**src/rtl/c_mul_pkg.sv**
```systemverilog
// Shared encodings, field widths and the IEEE-754 single-precision classifier
// used by the multiplier result buffer.
package c_mul_pkg;

  localparam int FP_W   = 32;
  localparam int EXP_W  = 8;
  localparam int FRAC_W = 23;

  localparam logic [1:0] C_CLS_NORM = 2'd0;
  localparam logic [1:0] C_CLS_ZERO = 2'd1;
  localparam logic [1:0] C_CLS_INF  = 2'd2;
  localparam logic [1:0] C_CLS_NAN  = 2'd3;

  typedef struct packed {
    logic [FP_W-1:0] result;
    logic            exc;
    logic [1:0]      cls;
  } entry_t;

  // Sign is ignored: -0 is a zero and -inf is an infinity; denormals count as normal.
  function automatic logic [1:0] classify(input logic [FP_W-1:0] value);
    logic [EXP_W-1:0]  exp_f;
    logic [FRAC_W-1:0] frac_f;
    exp_f  = EXP_W'(value >> FRAC_W);
    frac_f = FRAC_W'(value);
    if (exp_f == '1)
      classify = (frac_f != '0) ? C_CLS_NAN : C_CLS_INF;
    else if (exp_f == '0 && frac_f == '0)
      classify = C_CLS_ZERO;
    else
      classify = C_CLS_NORM;
  endfunction

endpackage

```
**src/rtl/c_fp_classify.sv**
```systemverilog
// Combinational classifier for a 32-bit IEEE-754 single-precision value.
module c_fp_classify
  import c_mul_pkg::*;
(
  input  logic [FP_W-1:0] value,
  output logic [1:0]      cls
);

  assign cls = classify(value);

endmodule

```
**src/rtl/c_mul_rbuf.sv**
```systemverilog
// FIFO buffer for multiplier results, tagging each entry with its FP class and
// tracking a sticky exception flag. Define C_MUL_RBUF_EXC_CNT_EN for exc_count.
module c_mul_rbuf
  import c_mul_pkg::*;
#(
  parameter int DEPTH = 4,
  parameter int CNT_W = 8
) (
  input  logic                     clk,
  input  logic                     reset,
  input  logic                     in_valid,
  output logic                     in_ready,
  input  logic [31:0]              in_result,
  input  logic                     in_exception,
  output logic                     out_valid,
  input  logic                     out_ready,
  output logic [31:0]              out_result,
  output logic                     out_exception,
  output logic [1:0]               out_class,
  output logic [$clog2(DEPTH):0]   level,
  input  logic                     clr_sticky,
  output logic                     sticky_exc
`ifdef C_MUL_RBUF_EXC_CNT_EN
  ,
  output logic [CNT_W-1:0]         exc_count
`endif
);

  localparam int PTR_W = $clog2(DEPTH);
  localparam int LVL_W = PTR_W + 1;

  if (DEPTH < 2 || DEPTH > 16 || (DEPTH & (DEPTH - 1)) != 0) begin : g_bad_depth
    $error("c_mul_rbuf: DEPTH must be a power of two in 2..16");
  end
  if (CNT_W < 1) begin : g_bad_cnt_w
    $error("c_mul_rbuf: CNT_W must be at least 1");
  end

  entry_t             mem [DEPTH];
  entry_t             head;
  logic [PTR_W-1:0]   wr_ptr;
  logic [PTR_W-1:0]   rd_ptr;
  logic [LVL_W-1:0]   count;
  logic [1:0]         cls_p0;
  logic               push;
  logic               pop;

  // Push stage: classify the incoming product before it is written.
  c_fp_classify u_classify (
    .value (in_result),
    .cls   (cls_p0)
  );

  assign in_ready  = (count != LVL_W'(DEPTH));
  assign out_valid = (count != '0);
  assign push      = in_valid && in_ready;
  assign pop       = out_valid && out_ready;
  assign level     = count;

  // Storage is not reset; out_valid masks stale contents.
  always_ff @(posedge clk) begin
    if (push)
      mem[wr_ptr] <= '{result: in_result, exc: in_exception, cls: cls_p0};
  end

  // Pointers wrap naturally because DEPTH is a power of two.
  always_ff @(posedge clk) begin
    if (reset) begin
      wr_ptr <= '0;
      rd_ptr <= '0;
      count  <= '0;
    end else begin
      if (push)
        wr_ptr <= wr_ptr + PTR_W'(1);
      if (pop)
        rd_ptr <= rd_ptr + PTR_W'(1);
      case ({push, pop})
        2'b10:   count <= count + LVL_W'(1);
        2'b01:   count <= count - LVL_W'(1);
        default: count <= count;
      endcase
    end
  end

  // Head stage: outputs read straight from registered storage.
  assign head          = mem[rd_ptr];
  assign out_result    = head.result;
  assign out_exception = head.exc;
  assign out_class     = head.cls;

  always_ff @(posedge clk) begin
    if (reset)
      sticky_exc <= 1'b0;
    else if (push && in_exception)
      sticky_exc <= 1'b1;
    else if (clr_sticky)
      sticky_exc <= 1'b0;
  end

`ifdef C_MUL_RBUF_EXC_CNT_EN
  function automatic logic [CNT_W-1:0] sat_inc(input logic [CNT_W-1:0] val);
    sat_inc = (val == '1) ? val : val + CNT_W'(1);
  endfunction

  // A clear in the same cycle as an exception push restarts the count at one.
  always_ff @(posedge clk) begin
    if (reset)
      exc_count <= '0;
    else if (push && in_exception)
      exc_count <= clr_sticky ? CNT_W'(1) : sat_inc(exc_count);
    else if (clr_sticky)
      exc_count <= '0;
  end
`endif

endmodule

```
**config.mk**
```make
export PLATFORM = sky130hd
export DESIGN_NAME = c_mul_rbuf
export DESIGN_NICKNAME = d
export VERILOG_FILES = /design/src/rtl/c_mul_pkg.sv /design/src/rtl/c_fp_classify.sv /design/src/rtl/c_mul_rbuf.sv
export SDC_FILE = /design/constraint.sdc
export NUM_CORES = 1
export LEC_CHECK = 0
export ABC_CLOCK_PERIOD_IN_PS = 2700
export CORE_AREA = 2 2 117 130
export DETAILED_ROUTE_END_ITERATION = 8
export DIE_AREA = 0 0 119 132
export PLACE_DENSITY_LB_ADDON = 0.25
export SETUP_SLACK_MARGIN = 0.02
export SLEW_MARGIN = 0
export SYNTH_ARGS = -nofsm -noshare
export SYNTH_HDL_FRONTEND = slang
export SYNTH_SLANG_ARGS = --single-unit
```
**constraint.sdc**
```tcl
create_clock -name clk -period 2.7 [get_ports clk]
set_input_delay 0.675 -clock clk [delete_from_list [all_inputs] [get_ports clk]]
set_output_delay 0.675 -clock clk [all_outputs]
set_load 0.1 [all_outputs]
```
==> summary.md <==
| Metric | Value |
|---|---|
| Die W | 119 microns |
| Final GP Congestion | 0.6780 |
| Yosys warns | 0 |
| Largest net degree at the start of global routing | 36 |
| FF-to-FF setup slack | 0.42 ns |
| Antenna Cells | 0 |
| Final hold vios | 0 |
| IO Pins | 79 |
| Later-pin clock latency in the skew report | 0.41 ns |
| Number of enable flip-flop cells after synthesis | 140 |
| Sink Count | 150 |
| Place WS | 0.01975 ns |
| Async SR Flop Fraction | 0% |
| 1st-pass router iterations | 4 |
| Post-route ant nets | 0 |
| # nets final | 393 |
| Post-CTS Setup Inserts | 0 |
| Per-cell routed wire length | 19.08 microns |
| Number of vias per cell | 5.067 |
| H-Tree Depth | 4 |
| Switching Fraction | 39.25% |
| Synth Register Bits | 150 |
| Worst setup margin | 0.1654 ns |
| Area Growth Syn to Fin | 36.04% |
| P per Cell Area | 1247 nW/um^2 |
| Grt total ovfl | 0 |
| Yosys cell types | 27 |
| # rows | 46 |
| Detailed placement HPWL | 6.466 mm |
| Routed via count | 2,807 |
| Share of cells above drive strength 1 | 34.25% |
| CTS Hold Bufs | 0 |
| CP max FO | 35 |
| Critical Path RT | 2.03 ns |
| Leading post-synthesis cells by cell area | edfxtp_1 75%, mux4_2 14%, dfxtp_1 3.6% |
| Int Pwr | 5.802 mW |
| Num CTS Buffers | 17 |
| Yosys top cell by area | edfxtp_1 |
| Max clock buf depth | 2 |
| Syn Area/Cell | 22.26 sq um |
| CP startpoint kind | flop |
| Clock Skew | 0.003777 ns |
| Vias in the first global route | 2,984 |
| Top-area cell type share of the netlist area | 74.65% |
| Endpoints failing setup | 0 |
| Die Y-Extent | 132 microns |
| Syn Inst Count | 253 |
| Static Leak | 2.556 nW |
| Buffers on Ports | 78 |
| CTS root buf | clkbuf_16 |
| CTS tree | built |
| Max transition margin | 71.51% |
| Initial antenna violation count | 0 |
| Final Core Density | 53.46% |
| Register share of total power | 30.5% |
| Setup TNS | 0 ns |
| Commonest cells post-synth | 140 x edfxtp_1, 35 x mux4_2, 10 x dfxtp_1, 10 x nor2_1, 7 x nor4_1 |
| Final Max Slew Viols | 0 |
| Worst Max-Slew Pin Slew | 0.4237 ns |
| Die area | 15,710 sq um |
| Total global-route track usage | 14.42% |
| Register area share after synthesis | 78.20% |
| Total of max-cap violations | 0 |
| PostCTS Resize Cnt | 0 |
| Clock power frac | 23.8% |
| Dominant synthesized flop cell | edfxtp_1 |
| Min-delay worst type | flop to flop |
| Core area | 14,330 sq um |
| DRC Markers | 0 |
| Comb power frac | 45.6% |
| Post-Route WL | 10.57 mm |
| Net Switching | 3.749 mW |
| Tmin final | 2.535 ns |
| Critical path capture point type | primary output |
| Most instantiated library cell after synthesis | edfxtp_1 |
| Worst VDD drop | 1.006 mV |
| CP arrival | 1.86 ns |
| Syn nets | 297 |
| Wire length of the first global-routing pass | 16.66 mm |
| Fillcell total | 1,112 |
| RSZ-0062 raised after global routing | false |
| Synth Cell Area | 5632 sq um |
| Status | finished, final reports clean |
| Starting density of the core | 39.30% |
| Clock Pin Slew Worst Setup and Hold Paths | 0.06 ns |
| Initial DRC Count | 227 |
| Setup Crit Path Kind | flop to primary output |
| Fin crit share | 93.87% |
| F_max | 394.5 MHz |
sequential cells by signal, summed over array words and instances, names as in the netlist, named ones only:
name	cells
rd_ptr	2
sticky_exc	1
level	3
wr_ptr	2
mem	140
routing by layer:
layer  part of all wire [%]  GRT usage, %  vias up
li1                       -             -     1244
met1                     47         19.18     1470
met2                     48         22.32       80
met3                    4.0         4.109       13
met4                    1.5         6.151        0
met5                      0             0        -
worst max-delay path, cell delays in order (launching register included):
cell and delay, ns:
dfxtp_2 0.34, buf_12 0.29, mux4_2 0.61, buf_12 0.20
layout by cell type, fill, tap and decap left out, drive strengths merged, types with 3 or more instances in the layout:
cell type | synthesis | final
mux4 | 35 | 35
nand2 | 3 | 3
bufinv | 0 | 3
and3 | 4 | 4
dfxtp | 10 | 10
ha | 5 | 5
nor4 | 7 | 7
clkbuf | 4 | 19
clkinv | 0 | 9
edfxtp | 140 | 140
inv | 6 | 6
buf | 6 | 50
nand4 | 3 | 3
xor2 | 3 | 3
a21oi | 3 | 3
nor2 | 10 | 10
clkdlybuf4s50 | 0 | 37
power groups by stage:
stage	Clock [mW]	Sequential, mW	Combinational, mW
after floorplan	0	3.08	2.79
after global placement	0	2.95	4.40
after detailed placement	0	2.96	4.41
after CTS	2.33	2.92	4.42
after global routing	2.43	2.94	4.51
final	2.28	2.92	4.36
layout make-up:
cell class	count	area, sq um	area share (%)
Clock buffer	19	432.9	5.651
Inverter	6	22.52	0.2940
Clock inverter	13	137.6	1.797
Tap cell	192	240.2	3.136
Timing Repair Buffer	87	1259	16.43
Multi-Input combinational cell	87	1156	15.09
Sequential cell	150	4413	57.60
final timing paths:
path	startpoint	to	depth (start not counted)
min reg2reg	level[2]	level[2]	2
max reg2reg	level[2]	level[2]	9
min	level[2]	level[2]	2
max	flop	out_result[23]	3
per-stage QoR:
step                      cell area (sq um)  total power, mW  std cells  hold WS, ns
after global placement                 7091            7.350        522       0.5060
after detailed placement               7091            7.371        522       0.5147
after global routing                   7661            9.886        554       0.5729
after CTS                              7661            9.662        554       0.5299
after floorplan                        5643            5.867        253       0.4847
final                                  7661            9.551        554       0.5277
logic make-up after synthesis:
kind of cell    Yosys count  share of synthesized area [%]
mux                      36                          14.17
simple gates             33                          3.199
fa+ha+maj                 6                          1.466
flops                   150                          78.20
xor+xnor                  5                         0.7777
buf+inv                  16                          1.444
compound gates            7                         0.7332
(Power assumes the default switching activity.)
